`src/rtl/cpu_types_pkg.sv`:
```
// Shared CPU types: register selects, pipeline-controller state and the
// per-cycle latch/PC control bundle with its named settings.
package cpu_types_pkg;

    localparam int REGBITS = 5;

    typedef logic [REGBITS-1:0] regbits_t;

    typedef enum logic {
        RUN    = 1'b0,
        HALTED = 1'b1
    } pctrl_state_t;

    typedef struct packed {
        logic pc_en;
        logic f_en;
        logic d_en;
        logic e_en;
        logic m_en;
        logic f_flush;
        logic d_flush;
        logic e_flush;
    } pctrl_ctl_t;

    // Bit order below: {pc_en, f_en, d_en, e_en, m_en, f_flush, d_flush, e_flush}
    localparam pctrl_ctl_t CTL_FREEZE  = 8'b0_0000_000;
    localparam pctrl_ctl_t CTL_HALT    = 8'b0_1111_111;
    localparam pctrl_ctl_t CTL_BRANCH  = 8'b1_1111_111;
    localparam pctrl_ctl_t CTL_LOADUSE = 8'b0_0011_001;
    localparam pctrl_ctl_t CTL_IMISS   = 8'b0_1111_100;
    localparam pctrl_ctl_t CTL_ADVANCE = 8'b1_1111_000;

endpackage

```
`src/rtl/sat_counter.sv`:
```
// Saturating up-counter: increments on inc, sticks at all-ones, never wraps.
module sat_counter #(
    parameter int CNT_W = 32
) (
    input  logic             CLK,
    input  logic             RST,
    input  logic             inc,
    output logic [CNT_W-1:0] count
);

    localparam logic [CNT_W-1:0] ONE = {{(CNT_W-1){1'b0}}, 1'b1};

    logic [CNT_W-1:0] r_count;

    // NOTE: sequential state uses non-blocking assignments so every flop
    // samples pre-edge values regardless of block evaluation order.
    always_ff @(posedge CLK or posedge RST) begin
        if (RST) begin
            r_count <= '0;
        end else if (inc && (r_count != '1)) begin
            r_count <= r_count + ONE;
        end
    end

    assign count = r_count;

endmodule

```
`src/rtl/pipeline_ctrl.sv`:
```
// Stall/flush controller for the five-stage pipeline: prioritises memory
// stalls, halt, mem-stage redirects, load-use and icache misses.
module pipeline_ctrl
    import cpu_types_pkg::*;
#(
    parameter int CNT_W = 32,
    parameter int REG_W = 5
) (
    input  logic             CLK,
    input  logic             RST,
    input  logic             ihit,
    input  logic             dhit,
    input  logic             mem_dREN,
    input  logic             mem_dWEN,
    input  logic             mem_branch,
    input  logic             mem_halt,
    input  regbits_t         dec_rs,
    input  regbits_t         dec_rt,
    input  logic             ex_memread,
    input  regbits_t         ex_wsel,
    output logic             pc_en,
    output logic             flatch_en,
    output logic             dlatch_en,
    output logic             elatch_en,
    output logic             mlatch_en,
    output logic             flatch_flush,
    output logic             dlatch_flush,
    output logic             elatch_flush,
    output logic             halt,
    output logic [CNT_W-1:0] stall_cnt,
    output logic [CNT_W-1:0] flush_cnt
);

    pctrl_state_t r_state;
    pctrl_state_t w_state_next;
    pctrl_ctl_t   w_ctl;
    logic         w_mem_stall;
    logic         w_lu_haz;
    logic         w_stall_inc;
    logic         w_flush_inc;

    assign w_mem_stall = (mem_dREN | mem_dWEN) & ~dhit;

    // Writes to $zero never create a dependence, so wsel==0 cannot hazard.
    assign w_lu_haz = ex_memread
                    & (ex_wsel[REG_W-1:0] != '0)
                    & ((ex_wsel[REG_W-1:0] == dec_rs[REG_W-1:0])
                     | (ex_wsel[REG_W-1:0] == dec_rt[REG_W-1:0]));

    always_ff @(posedge CLK or posedge RST) begin
        if (RST) begin
            r_state <= RUN;
        end else begin
            r_state <= w_state_next;
        end
    end

    // NOTE: every always_comb output gets a default first so no path
    // leaves a signal unassigned and infers a latch.
    always_comb begin
        w_ctl        = CTL_FREEZE;
        w_state_next = r_state;
        w_stall_inc  = 1'b0;
        w_flush_inc  = 1'b0;
        if (!RST) begin
            case (r_state)
                RUN: begin
                    if (w_mem_stall) begin
                        w_stall_inc = 1'b1;
                    end else if (mem_halt) begin
                        w_ctl        = CTL_HALT;
                        w_state_next = HALTED;
                    end else if (mem_branch) begin
                        w_ctl       = CTL_BRANCH;
                        w_flush_inc = 1'b1;
                    end else if (w_lu_haz) begin
                        w_ctl       = CTL_LOADUSE;
                        w_stall_inc = 1'b1;
                    end else if (!ihit) begin
                        w_ctl       = CTL_IMISS;
                        w_stall_inc = 1'b1;
                    end else begin
                        w_ctl = CTL_ADVANCE;
                    end
                end
                HALTED: begin
                    w_ctl = CTL_FREEZE;
                end
                default: begin
                    w_ctl = CTL_FREEZE;
                end
            endcase
        end
    end

    assign pc_en        = w_ctl.pc_en;
    assign flatch_en    = w_ctl.f_en;
    assign dlatch_en    = w_ctl.d_en;
    assign elatch_en    = w_ctl.e_en;
    assign mlatch_en    = w_ctl.m_en;
    assign flatch_flush = w_ctl.f_flush;
    assign dlatch_flush = w_ctl.d_flush;
    assign elatch_flush = w_ctl.e_flush;
    assign halt         = (r_state == HALTED);

    sat_counter #(.CNT_W(CNT_W)) u_stall_cnt (
        .CLK   (CLK),
        .RST   (RST),
        .inc   (w_stall_inc),
        .count (stall_cnt)
    );

    sat_counter #(.CNT_W(CNT_W)) u_flush_cnt (
        .CLK   (CLK),
        .RST   (RST),
        .inc   (w_flush_inc),
        .count (flush_cnt)
    );

endmodule

```
`config.mk`:
```
export PLATFORM = sky130hd
export DESIGN_NAME = pipeline_ctrl
export DESIGN_NICKNAME = d
export VERILOG_FILES = /design/src/rtl/cpu_types_pkg.sv /design/src/rtl/sat_counter.sv /design/src/rtl/pipeline_ctrl.sv
export SDC_FILE = /design/constraint.sdc
export NUM_CORES = 1
export LEC_CHECK = 0
export BUFFER_PORTS_ARGS = -buffer_cell sky130_fd_sc_hd__buf_2
export CAP_MARGIN = 20
export CORE_MARGIN = 5
export CORE_UTILIZATION = 52
export DETAILED_ROUTE_END_ITERATION = 12
export PLACE_DENSITY = 0.8
export SYNTH_ARGS = -nofsm -noshare
export SYNTH_HDL_FRONTEND = slang
export SYNTH_SLANG_ARGS = --single-unit
```
`constraint.sdc`:
```
create_clock -name CLK -period 2.4 [get_ports CLK]
set_input_delay 0.12 -clock CLK [delete_from_list [all_inputs] [get_ports CLK]]
set_output_delay 0.12 -clock CLK [all_outputs]
set_load 0.01 [all_outputs]
```
==> results of run 1 <==
[cell type report]
class	count	area, µm²
clock inverter	7	125
clock buffer	9	124
multi-input combinational	258	1750
sequential	65	1630
fill	520	2120
tap	77	96.3
timing repair buffer	100	513
inverter	9	33.8
[synth_stat cells, types with 2 or more instances]
cell      count  area share, %
nand2_1      25            2.7
inv_1         9           0.98
xnor2_1      47             12
nand4_1      22            4.0
xor2_1       22            5.6
nor2_1       27            2.9
and3_2        3           0.65
ha_1          2           0.73
and3_1        9            1.6
and2_1        4           0.73
or3_1         2           0.36
dfrtp_1      65             47
a21oi_1       3           0.44
nor3_2        2           0.58
nand3_1      29            4.2
nand2b_1      4           0.73
nor4_1        3           0.55
a31o_2        2           0.51
nor3_1       15            2.2
and4_1        6            1.5
mux2_2        2           0.65
nor2b_1       2           0.36
buf_4         3           0.65
nor3b_1       2           0.44
or4_1         2           0.44
[worst max-delay path, delay by kind of cell, from the launching register on]
| kind | cells | cell delay, ns |
|---|---|---|
| xor+xnor | 1 | 0.16 |
| fa+ha+maj | 1 | 0.22 |
| flops | 1 | 0.45 |
| compound gates | 1 | 0.36 |
| simple gates | 4 | 0.89 |
[logic make-up after synthesis]
family                   count (synthesis)
buffers and inverters                   14
XOR/XNOR                                69
AO/OA/AOI/OAI                           18
flip-flops                              65
multiplexers                             4
adder cells (fa/ha/maj)                  2
AND/OR/NAND/NOR                        165
[placed cells by master (no fill, tap or decap), types with 3 or more instances in the layout]
| master | n |
|---|---|
| buf_4 | 3 |
| xnor2_1 | 47 |
| nand2b_1 | 4 |
| buf_2 | 96 |
| clkbuf_8 | 9 |
| and3_1 | 9 |
| a21oi_1 | 3 |
| nor2_1 | 27 |
| and2_1 | 4 |
| nand3_1 | 29 |
| dfrtp_1 | 65 |
| and4_1 | 6 |
| nor4_1 | 3 |
| bufinv_16 | 3 |
| nand4_1 | 22 |
| and3_2 | 3 |
| nand2_1 | 25 |
| inv_1 | 8 |
| nor3_1 | 15 |
| xor2_1 | 22 |
[registers in the layout (all words and copies together) (netlist names)]
register / flops
u_stall_cnt.count: 32
halt: 1
u_flush_cnt.count: 32
[per-stage QoR]
| step | power (mW) | instance area, µm² | utilization, % | setup slack [ns] | std cells |
|---|---|---|---|---|---|
| 6_report | 2.56 | 4270 | 66.8 | 0.230 | 525 |
| 3_5_place_dp | 1.41 | 4010 | 62.7 | 0.271 | 508 |
| 4_1_cts | 2.57 | 4270 | 66.8 | 0.241 | 525 |
| 5_1_grt | 2.66 | 4270 | 66.8 | 0.0627 | 525 |
| 3_3_place_gp | 1.40 | 4010 | 62.7 | 0.381 | 508 |
| 2_1_floorplan | 1.31 | 3440 | - | 0.454 | 337 |
[power groups by stage]
| stage | registers (mW) | clock network (mW) | logic, mW |
|---|---|---|---|
| global placement | 1.20 | 0 | 0.195 |
| CTS | 1.18 | 1.18 | 0.205 |
| global route | 1.19 | 1.24 | 0.227 |
| detailed placement | 1.21 | 0 | 0.201 |
| finish | 1.18 | 1.17 | 0.201 |
| floorplan | 1.21 | 0 | 0.0923 |
[routing by layer]
layer  share of wire [%]  vias up  wire length, µm  track usage (%)
met5                   0        -                0                0
met4                 1.1        0               95             6.11
met3                 6.2        9              516             5.95
met2                  51       95             4210             33.8
met1                  42     1436             3470             24.9
li1                    -     1410                -                -
[final timing paths]
kind                                        from                     to  slack, ns  cells after the start
max                         u_flush_cnt.count[0]  u_flush_cnt.count[28]       0.23                      7
max reg2reg                 u_flush_cnt.count[0]  u_flush_cnt.count[28]       0.23                      7
min                                     mem_halt                   halt       0.10                      2
max in group asynchronous                    RST  u_flush_cnt.count[25]       1.16                      4
min in group asynchronous                    RST  u_flush_cnt.count[10]       0.32                      3
min reg2reg                u_stall_cnt.count[15]  u_stall_cnt.count[15]       0.49                      1
[repair_timing]
item	CTS	global route
hold buffers	1	0
endpoints found under the setup margin	0	0
hold endpoints to repair	18	0
==> impl_metrics.toml, run 1 <==
[route]
drc = 0
ant_nets = 0
routed_via_density = 5.62
vias = 2950
drt_iter0_drc = 158
wire_per_inst_um = 15.8
wl_mm = 8.29
detail_route.first_pass.iterations = 4

[clock_tree]
cts_buffers = 9
cts_max_level = 3
cts.clk_slew.worst_paths_ns = 0.08
numClockSinks = 65
cts_tree = "yes"
post_cts_buffers = 0
clk_latency_ns = 0.35
post_cts_resized = 0
clk_path_buf_depth = 2
root_buffer = "clkbuf_8"

[floorplanning]
die_h_um = 91.3
start_util_pct = 53.8
dieArea_mm2 = 0.00834
dieWidth_um = 91.3
rows = 29
ios = 97
core-area_mm2 = 0.00639

[critical_path]
critPathArrivalTime_ns = 2.45
cp_cell_sequence = "ha_1 > and3_1 > nand4_1 > a311oi_2 > nand3_2 > nor3_1 > xor2_1"
path_max_fanout = 7
timing.setup.critical_path_class = "flip-flop to flip-flop"
cpPeakStageDelay_ns = 0.45
endpoint_kind = "flip-flop"
start_kind = "flip-flop"
cp_slowest_cell = "dfrtp_1"
crit_required_ns = 2.68

[yosys]
synth_top_family_by_area = "simple AND/OR/NAND/NOR gates"
synth_compound_area_share_pct = 4.44
synthArstFlopShare_pct = 100
synth.area.mux_share_pct = 1.42
ys_ff_latch = 65
post_synth_xor_area_fraction_pct = 17.6
ys.flop_type = "dfrtp_1"
synth_area_mm2 = 0.00344
synth-seq-area-share_pct = 47.3
synth.net_count = 363
yosys.area_share.simple_pct = 26.6
synth_cells = 337
ys_warn_count = 0
synth_edf_count = 0
ys_types = 50
syn_area_per_cell_um2 = 10.2
synthAdderAreaFrac_pct = 0.728

[global_route]
grt_overflow = 0
grt_util_all_layers_pct = 20.1
grt_max_degree = 48
grt_pass1_vias = 2986
antenna_found_initial = 0
grt_pass1_wl_mm = 13.7

[final_layout]
nets = 469
syn_to_final_growth_pct = 24.1
antennaDiodeCount = 0
final_layout_size_suffix_gt1_share_pct = 30.6

[timing]
fin_crit_ns = 2.17
clock_skew_ns = 0.0109
rsz0062_at_grt = "no"
worstMarginPinSlew_ns = 0.592
max_slew_margin_pct = 60.5
slew_violations = 0
fin_crit_sh_pct = 90.4
finalSetupTns_ns = 0
final-setup-viol-count = 0
finalHoldWorstSlack_ns = 0.103
hold_viol_final = 0
max_freq_mhz = 461

[pwr]
leakage_nw = 2.11
peakVddDrop_uv = 361
p_int_mw = 1.92
power_density_mw_per_mm2 = 599
seq_power_share_pct = 46.3
p_comb_share_pct = 7.9
swShare_pct = 24.8
clockPowerShare_pct = 45.8
p_switching_mw = 0.633

[status]
outcome = "completed"

[min_path]
min_path_type = "input pin to flip-flop"

[placed_design]
place.gp.congestion = 0.857
port_buffers = 96
post-dp-hpwl_mm = 6.24

[flow_run]
maxCapViolCount = 0
No activity file was read; power rests on OpenSTA's default activity.
==> run 2, diff against run 1 <==
RECOVER_POWER = 50   (was not set)
REMOVE_ABC_BUFFERS = 1   (was not set)
==> impl_metrics.toml, run 2 (synthesis gave the netlist of run 1 again) <==
[floorplanning]
start_util_pct = 53.8
core-area_mm2 = 0.00639
dieWidth_um = 91.3
rows = 29
dieArea_mm2 = 0.00834
die_h_um = 91.3
ios = 97

[timing]
rsz0062_at_grt = "no"
finalSetupTns_ns = 0
max_slew_margin_pct = 35.4
fin_crit_sh_pct = 91.9
hold_viol_final = 0
max_freq_mhz = 453
clock_skew_ns = 0.0150
fin_crit_ns = 2.21
worstMarginPinSlew_ns = 0.968
slew_violations = 0
final-setup-viol-count = 0

[global_route]
grt_pass1_wl_mm = 13.2
grt_max_degree = 27
grt_pass1_vias = 2767
grt_overflow = 0
grt_util_all_layers_pct = 19.2
antenna_found_initial = 0

[final_layout]
nets = 475
fill_cells = 571
final_layout_size_suffix_gt1_share_pct = 16.7
final_common_cell = "clkbuf_1"
layout_common_cells = "clkbuf_1, dfrtp_1, xnor2_1"
antennaDiodeCount = 0
final_util_pct = 65.3
syn_to_final_growth_pct = 21.3

[route]
drt-met1-wl_mm = 3.70
drt_iter0_drc = 94
vias = 2949
routed_via_density = 5.55
ant_nets = 0
wl_mm = 8.08
drc = 0
top_layer = "met4"
met3WireLength_um = 482
dr_wl_met2_mm = 3.82
wire_per_inst_um = 15.2
detail_route.first_pass.iterations = 4

[critical_path]
start_kind = "flip-flop"
crit_buf_inv = 0
rr_worst_depth = 7
timing.setup.critical_path_class = "flip-flop to flip-flop"
endpoint_kind = "flip-flop"
cpPeakStageDelay_ns = 0.45
critPathArrivalTime_ns = 2.47
cp_cell_sequence = "ha_1 > and3_1 > nand4_1 > a311oi_2 > nand3_2 > nor3_1 > xor2_1"
cp.depth = 7
crit_required_ns = 2.66
crit_path_end = "u_flush_cnt.count[28]"
cp_top_family = "simple AND/OR/NAND/NOR gates"
r2r_end = "u_flush_cnt.count[28]"
r2r_setup_slack_ns = 0.19
critPathLaunch = "u_flush_cnt.count[0]"
path_max_fanout = 7
cp_slowest_cell = "dfrtp_1"
r2r-start = "u_flush_cnt.count[0]"

[clock_tree]
root_buffer = "clkbuf_8"
cts_buffers = 9
clk_path_buf_depth = 2
cts_tree = "yes"
numClockSinks = 65
cts.clk_slew.worst_paths_ns = 0.08
cts_max_level = 3
clk_latency_ns = 0.34
post_cts_resized = 0

[pwr]
leakage_nw = 1.86
peakVddDrop_uv = 356
power_density_mw_per_mm2 = 549

[min_path]
min_path_type = "input pin to flip-flop"

[placed_design]
post-dp-hpwl_mm = 6.19
place.gp.congestion = 0.856
port_buffers = 96

[status]
outcome = "completed"

[flow_run]
maxCapViolCount = 0
[run 2: cell count changes in the layout (fill, tap and decap cells not counted)]
| cell | change |
|---|---|
| clkinv_4 | +1 |
| inv_2 | -1 |
| clkinv_2 | +3 |
| inv_1 | +1 |
| clkbuf_1 | +66 |
| buf_4 | +5 |
| bufinv_16 | -2 |
| inv_6 | -2 |
| buf_2 | -66 |
| clkbuf_2 | +1 |
[run 2: worst register-to-register path, delay by kind of cell, from the launching register on]
family                   cells  cell delay, ns
XOR/XNOR                     1            0.19
AND/OR/NAND/NOR              4            0.89
adder cells (fa/ha/maj)      1            0.22
flip-flops                   1            0.45
AO/OA/AOI/OAI                1            0.38
[run 2: area by class of cell]
class                           count  area, µm²  share of cell area (%)
Tap cell                           77       96.3                    2.31
Sequential cell                    65       1630                    39.0
Clock inverter                      7       71.3                    1.71
Inverter                            9       33.8                   0.810
Clock buffer                        9        124                    2.97
Multi-Input combinational cell    258       1750                    41.9
Timing Repair Buffer              106        473                    11.3
[run 2: worst min-delay path by stage]
stage	startpoint	to	slack [ns]	cells after the start
5_1_grt	mem_halt	halt	0.12	2
6_report	mem_halt	halt	0.1	2
3_3_place_gp	RST	halt	0.21	2
2_1_floorplan	mem_halt	halt	0.28	1
4_1_cts	mem_halt	halt	0.09	2
3_5_place_dp	RST	halt	0.21	2
[run 2: timing repair]
action                                  CTS  global route
endpoints found under the hold margin    23             0
hold buffers                              1             0
endpoints found under the setup margin    0             2
buffers inserted                          0             1
[run 2: per-layer routing]
metal | track usage (%) | vias to the layer above
met3 | 3.72 | 8
met5 | 0 | -
met1 | 26.1 | 1430
met2 | 30.3 | 95
met4 | 7.33 | 0
li1 | - | 1416
[run 2: stage by stage]
stage	power, mW	hold WS, ns	instances	instance area [µm²]	setup WS [ns]
detailed placement	1.42	0.208	513	4040	0.189
global route	2.38	0.115	531	4170	0.00917
finish	2.29	0.0996	531	4170	0.194
global placement	1.40	0.207	513	4040	0.380
CTS	2.32	0.0892	530	4250	0.165
floorplan	1.31	0.278	332	3410	0.308
[run 2: power breakdown]
| group | leakage [nW] | internal [mW] | switching, mW | total (mW) |
|---|---|---|---|---|
| clock network | 0.103 | 0.479 | 0.431 | 0.910 |
| registers | 0.871 | 1.13 | 0.0542 | 1.19 |
| logic | 0.882 | 0.0811 | 0.113 | 0.194 |
| total | 1.86 | 1.69 | 0.598 | 2.29 |
